[src/rtl/neuron_acc_seq.sv]
// neuron_acc_seq: sequences one shared PROD_W+ACC_W adder to compute a neuron
// pre-activation, bias + sum of N_INPUTS streamed products, saturating after every add.
module neuron_acc_seq #(
    parameter int unsigned N_INPUTS = 16,
    parameter int unsigned PROD_W   = 20,
    parameter int unsigned ACC_W    = 22
) (
    input  logic              clk,
    input  logic              rst,
    input  logic              start,
    input  logic [ACC_W-1:0]  bias,
    output logic              busy,
    input  logic              prod_valid,
    output logic              prod_ready,
    input  logic [PROD_W-1:0] prod,
    output logic              out_valid,
    input  logic              out_ready,
    output logic [ACC_W-1:0]  sum,
    output logic              sat_flag
);

    localparam int unsigned CNT_W = $clog2(N_INPUTS) + 1;
    localparam logic [CNT_W-1:0] LAST_IDX = CNT_W'(N_INPUTS - 1);
    localparam logic [ACC_W-1:0] SAT_MAX = {1'b0, {(ACC_W-1){1'b1}}};
    localparam logic [ACC_W-1:0] SAT_MIN = {1'b1, {(ACC_W-1){1'b0}}};

    typedef enum logic [1:0] {
        IDLE  = 2'd0,
        ACCUM = 2'd1,
        DONE  = 2'd2
    } state_t;

    state_t             state_q, state_d;
    logic [ACC_W-1:0]   acc_q, acc_d;
    logic [CNT_W-1:0]   cnt_q, cnt_d;
    logic [ACC_W-1:0]   sum_q, sum_d;
    logic               sat_q, sat_d;

    logic [ACC_W:0]     raw;
    logic [ACC_W-1:0]   add_sat;
    logic               add_clamped;
    logic               xfer;

    // Shared adder: full-precision sum of sign-extended operands, then clamp to ACC_W bits
    always_comb begin
        raw = {{(ACC_W+1-PROD_W){prod[PROD_W-1]}}, prod} + {acc_q[ACC_W-1], acc_q};
        add_clamped = (raw[ACC_W] != raw[ACC_W-1]);
        if (add_clamped) begin
            add_sat = raw[ACC_W] ? SAT_MIN : SAT_MAX;
        end else begin
            add_sat = raw[ACC_W-1:0];
        end
    end

    // Next-state and datapath update for the IDLE/ACCUM/DONE sequence
    always_comb begin
        state_d = state_q;
        acc_d   = acc_q;
        cnt_d   = cnt_q;
        sum_d   = sum_q;
        sat_d   = sat_q;
        xfer    = 1'b0;
        unique case (state_q)
            IDLE: begin
                if (start) begin
                    acc_d   = bias;
                    cnt_d   = '0;
                    sat_d   = 1'b0;
                    state_d = ACCUM;
                end
            end
            ACCUM: begin
                xfer = prod_valid;
                if (xfer) begin
                    acc_d = add_sat;
                    cnt_d = cnt_q + 1'b1;
                    if (add_clamped) begin
                        sat_d = 1'b1;
                    end
                    if (cnt_q == LAST_IDX) begin
                        sum_d   = add_sat;
                        state_d = DONE;
                    end
                end
            end
            DONE: begin
                if (out_ready) begin
                    state_d = IDLE;
                end
            end
            default: state_d = IDLE;
        endcase
    end

    // State and datapath registers with synchronous reset
    always_ff @(posedge clk) begin
        if (rst) begin
            state_q <= IDLE;
            acc_q   <= '0;
            cnt_q   <= '0;
            sum_q   <= '0;
            sat_q   <= 1'b0;
        end else begin
            state_q <= state_d;
            acc_q   <= acc_d;
            cnt_q   <= cnt_d;
            sum_q   <= sum_d;
            sat_q   <= sat_d;
        end
    end

    // Handshake outputs decoded from the registered state
    always_comb begin
        busy       = (state_q != IDLE);
        prod_ready = (state_q == ACCUM);
        out_valid  = (state_q == DONE);
        sum        = sum_q;
        sat_flag   = sat_q;
    end

endmodule

[config.mk]
export PLATFORM = sky130hd
export DESIGN_NAME = neuron_acc_seq
export DESIGN_NICKNAME = d
export VERILOG_FILES = /design/src/rtl/neuron_acc_seq.sv
export SDC_FILE = /design/constraint.sdc
export NUM_CORES = 1
export LEC_CHECK = 0
export BUFFER_PORTS_ARGS = -buffer_cell sky130_fd_sc_hd__buf_2
export CORE_ASPECT_RATIO = 0.8
export CORE_MARGIN = 2
export CORE_UTILIZATION = 50
export DETAILED_ROUTE_END_ITERATION = 12
export PLACE_DENSITY_LB_ADDON = 0.15
export SYNTH_ARGS = -nofsm -noshare
export SYNTH_HDL_FRONTEND = slang
export SYNTH_SLANG_ARGS = --single-unit
export TNS_END_PERCENT = 10
[constraint.sdc]
create_clock -name clk -period 3 [get_ports clk]
set_clock_uncertainty 0.15 [all_clocks]
set_input_delay 0.3 -clock clk [delete_from_list [all_inputs] [get_ports clk]]
set_output_delay 0.3 -clock clk [all_outputs]
set_load 0.01 [all_outputs]
==> results by stage <==
Drt:
- In the final routed layout, each cell accounts on average for between 15 and 20 um.
- The DRC violations left is 0.
- For this block, the initial DRC count from the detailed router was between 200 and 300.
- The total number of vias is between 3000 and 4000.
- The count of nets left with antenna violations after detail routing is 0.
- The overall routed net length is roughly 10000 um.
- The average vias per placed instance is approximately 6.
- Before antenna repair, the detailed router went through 5 iterations.

Logic synthesis:
- In the post-synthesis netlist, the biggest area contributors are sky130_fd_sc_hd__dfxtp_1, sky130_fd_sc_hd__ha_1, sky130_fd_sc_hd__o21ai_0.
- After synthesis the netlist holds a flip-flop and latch count of 52.
- After synthesis, the share of flip-flops with an asynchronous set or reset is 0%.
- After synthesis, the mean cell area works out to 7.63 um^2.
- The share of synthesized area in the top cell type comes to 30.6%.
- The post-synthesis instance total is between 400 and 500.
- The sequential-to-total area share from yosys stat is roughly 31%.
- The number of distinct library cell variants in the gate-level netlist after synthesis is 50.
- The Yosys warning count is 0.
- The cell area that synthesis handed to floorplanning was 3400 um^2.
- For this run, the leading register cell type out of synthesis is sky130_fd_sc_hd__dfxtp_1.
- Yosys mapped a number of flops with a built-in enable equal to 0.
- The synthesized netlist net count is 518.
- The biggest area contributor in the post-synthesis netlist is sky130_fd_sc_hd__dfxtp_1.

Pwr:
- The largest voltage drop on the vdd net is between 0.0002 and 0.0003 V.
- In this run the static leakage power is between 1.5 and 2 nW.
- Dividing total power by cell area gives a power density of approximately 510 nW/um^2.

Floorplan:
- The effective utilization at floorplan is between 50% and 60%.
- The die is about 96 um wide.
- The number of rows in the core area is 26.
- The height of the die is slightly below 80 um.
- For this design the top-level I/O count stands at 73.
- The area of the die is 7480 um^2.
- The floorplan step defined a core boundary enclosing roughly 6500 um^2.

Clock tree:
- Clock tree synthesis inserted a total of 5 buffers.
- In this run the number of H-tree levels came out at 2.
- The CTS sink count is 52.
- The clock reaches the later pin of the worst-skew pair after between 0.3 and 0.4 ns.
- The clock edge transition at the registers on the reported setup and hold paths is approximately 0.11 ns.
- The largest buffer count on any clock path is 2.
- After clock tree synthesis, the flow added hold-fix buffers numbering 0.
- The cell chosen for the clock root is sky130_fd_sc_hd__clkbuf_8.
- TritonCTS built the clock tree.

Worst setup path:
- The path type of the worst setup path is reg -> reg.
- Walking the worst path, the cells encountered are ha_4 -> and4_1 -> and3_4 -> nand2_1 -> o211ai_2 -> a311oi_2 -> or3_4 -> buf_4 -> maj3_2 -> nand2_1 -> a31oi_1.
- The nature of the critical path endpoint is a flip-flop.
- By instance count, the cell type seen most on the critical path is sky130_fd_sc_hd__nand2_1.
- The worst setup path is launched from a flip-flop.
- Data on the critical path is required at its endpoint by between 3 and 4 ns.
- The biggest fanout along the worst timing path is 7.
- On the worst path, the slowest cell contributes a delay of between 0.4 and 0.5 ns.
- Among cell families on the critical path, the largest total delay comes from simple AND/OR/NAND/NOR gates.
- The arrival time reported for the critical path endpoint is ~3.0 ns.
- The largest individual stage delay along the critical path comes from the cell sky130_fd_sc_hd__or3_4.
- The total buffers and inverters traversed by the critical path is 1.

Cells and area:
- In the final design database the tool counted 605 nets.
- The library cell used most frequently in the layout, excluding fill and tap cells, is sky130_fd_sc_hd__buf_2.
- The area used by sequential logic in the layout is ~1000 um^2.
- The area growth from synthesis to layout is 24.1%.
- Cells with a size suffix above 1 make up 26.6% of the layout.
- In the layout the commonest cells are sky130_fd_sc_hd__buf_2, sky130_fd_sc_hd__nand2_1, sky130_fd_sc_hd__o21ai_0, sky130_fd_sc_hd__dfxtp_1, sky130_fd_sc_hd__nor2_1.
- The area of the multi-input gates is approximately 2300 um^2.
- The number of antenna diodes in the final layout is 0.
- The layout has 600 filler cells.

Timing:
- Setup repair after global routing could not meet its margin everywhere.
- The post-layout minimum cycle time is 2.92 ns.
- The hold violation total from the final report is 0.
- Timing would allow up to approximately 0.34 GHz.
- The headroom to the max-slew limit is between 50 and 60%.
- The worst hold-check slack is between 0.08 and 0.09 ns.
- The number of pins with negative max-slew slack in the final report is 0.
- The sum of negative setup slack is 0 ns.
- Setup violations remaining at the end of the flow were counted as 0.
- The measured slew at the worst slew-check pin is 0.602 ns.
- The period utilization is a little over nine tenths.

Outcome:
- The run finished with clean final reports.

Placed design:
- The placer's final routability congestion estimate is roughly 0.95.
- Buffers placed on the I/O ports in this run total 72.
- Detailed placement ended at an HPWL of roughly 7600 um.

Run:
- The reported max-cap violation count is 0.

Global route:
- Entering global routing, the biggest net connects 31 pins.
- The total routing resource utilization after global routing is between 20% and 30%.
- The initial antenna violation count came to 0.
- The wire length of the first global-routing pass is between 15000 and 20000 um.
- The number of global-route vias before repair is between 3000 and 4000.
- After global routing the overflow that remains totals 0.

Worst hold path:
- The class of the most critical hold timing path is in -> reg.
cell type report:
cell class | instances | area share, %
Timing Repair Buffer | 105 | 14.4
Clock buffer | 6 | 1.72
Tap cell | 84 | 2.49
Sequential cell | 52 | 24.7
Inverter | 9 | 0.800
Multi-Input combinational cell | 360 | 54.9
Clock inverter | 2 | 0.919
what timing repair did:
item | CTS | global route
buffers inserted | 0 | 5
endpoints found under the setup margin | 0 | 42
resized for setup | 0 | 25
layer usage:
| metal | vias up | global-route usage, % | share of wire, % |
|---|---|---|---|
| met2 | 154 | 42.4 | 42 |
| li1 | 1796 | - | - |
| met5 | - | 0 | 0 |
| met4 | 0 | 8.86 | 1.3 |
| met3 | 19 | 3.79 | 8.2 |
| met1 | 1736 | 42.2 | 48 |
worst min-delay path, stage by stage:
cell and delay (ns):
sky130_fd_sc_hd__buf_2 0.09, sky130_fd_sc_hd__nand2_1 0.05, sky130_fd_sc_hd__a31oi_1 0.07
synth_stat cells, types with 2 or more instances:
master	n
sky130_fd_sc_hd__o21ai_0	60
sky130_fd_sc_hd__nand4_1	3
sky130_fd_sc_hd__a221oi_1	13
sky130_fd_sc_hd__a311oi_1	6
sky130_fd_sc_hd__and3_1	5
sky130_fd_sc_hd__buf_2	4
sky130_fd_sc_hd__xnor2_1	10
sky130_fd_sc_hd__nor3_1	7
sky130_fd_sc_hd__nor2_1	40
sky130_fd_sc_hd__o41ai_1	2
sky130_fd_sc_hd__maj3_2	4
sky130_fd_sc_hd__nand2_1	66
sky130_fd_sc_hd__dfxtp_1	52
sky130_fd_sc_hd__maj3_1	3
sky130_fd_sc_hd__o21bai_1	3
sky130_fd_sc_hd__ha_1	24
sky130_fd_sc_hd__o211ai_1	5
sky130_fd_sc_hd__nand3_1	7
sky130_fd_sc_hd__a21oi_1	41
sky130_fd_sc_hd__a21o_1	8
sky130_fd_sc_hd__inv_1	9
sky130_fd_sc_hd__a211oi_1	3
sky130_fd_sc_hd__or3_1	2
sky130_fd_sc_hd__and4_1	3
sky130_fd_sc_hd__a31oi_1	11
sky130_fd_sc_hd__nand2b_1	4
sky130_fd_sc_hd__o21ai_1	2
sky130_fd_sc_hd__xor2_1	9
sky130_fd_sc_hd__clkbuf_1	19
final timing paths:
kind / startpoint / endpoint / slack (ns) / cells after the start
setup reg to reg: acc_q[7]$_SDFFE_PP0P_ / acc_q[3]$_SDFFE_PP0P_ / 0.08 / 11
hold / removal: bias[4] / acc_q[4]$_SDFFE_PP0P_ / 0.09 / 3
hold reg to reg: sum[21]$_SDFFE_PP0P_ / sum[21]$_SDFFE_PP0P_ / 0.31 / 2
setup / recovery: acc_q[7]$_SDFFE_PP0P_ / acc_q[3]$_SDFFE_PP0P_ / 0.08 / 11
power breakdown:
| part | total (W) | internal (W) | switching [W] |
|---|---|---|---|
| Combinational | 0.000896 | 0.000374 | 0.000522 |
| Clock | 0.000516 | 0.000253 | 0.000263 |
| Sequential | 0.000749 | 0.000725 | 0.0000240 |
kinds of logic after synthesis:
family          count (synthesis)  share of synthesized area, %
compound gates                167                          30.4
xor+xnor                       19                          4.89
fa+ha+maj                      32                          11.6
buf+inv                        34                          4.12
flops                          52                          30.6
mux                             1                         0.294
simple gates                  141                          18.1
through the flow:
stage               instances  utilization (%)  worst slack, ns  instance area (um^2)  total power, W
floorplan                 446                -            0.104                  3400         0.00132
global placement          605             61.4          -0.0248                  3970         0.00156
detailed placement        605             61.4          -0.0655                  3970         0.00157
CTS                       613             63.1          0.00368                  4090         0.00209
global route              618             65.2          -0.0700                  4220         0.00228
finish                    618             65.2           0.0802                  4220         0.00216
flip-flops by register name (all words and copies together), names as in the netlist:
name / count
acc_q: 22
sat_flag: 1
state_q: 2
cnt_q: 5
sum: 22
Power figures use the tool's default switching activity.
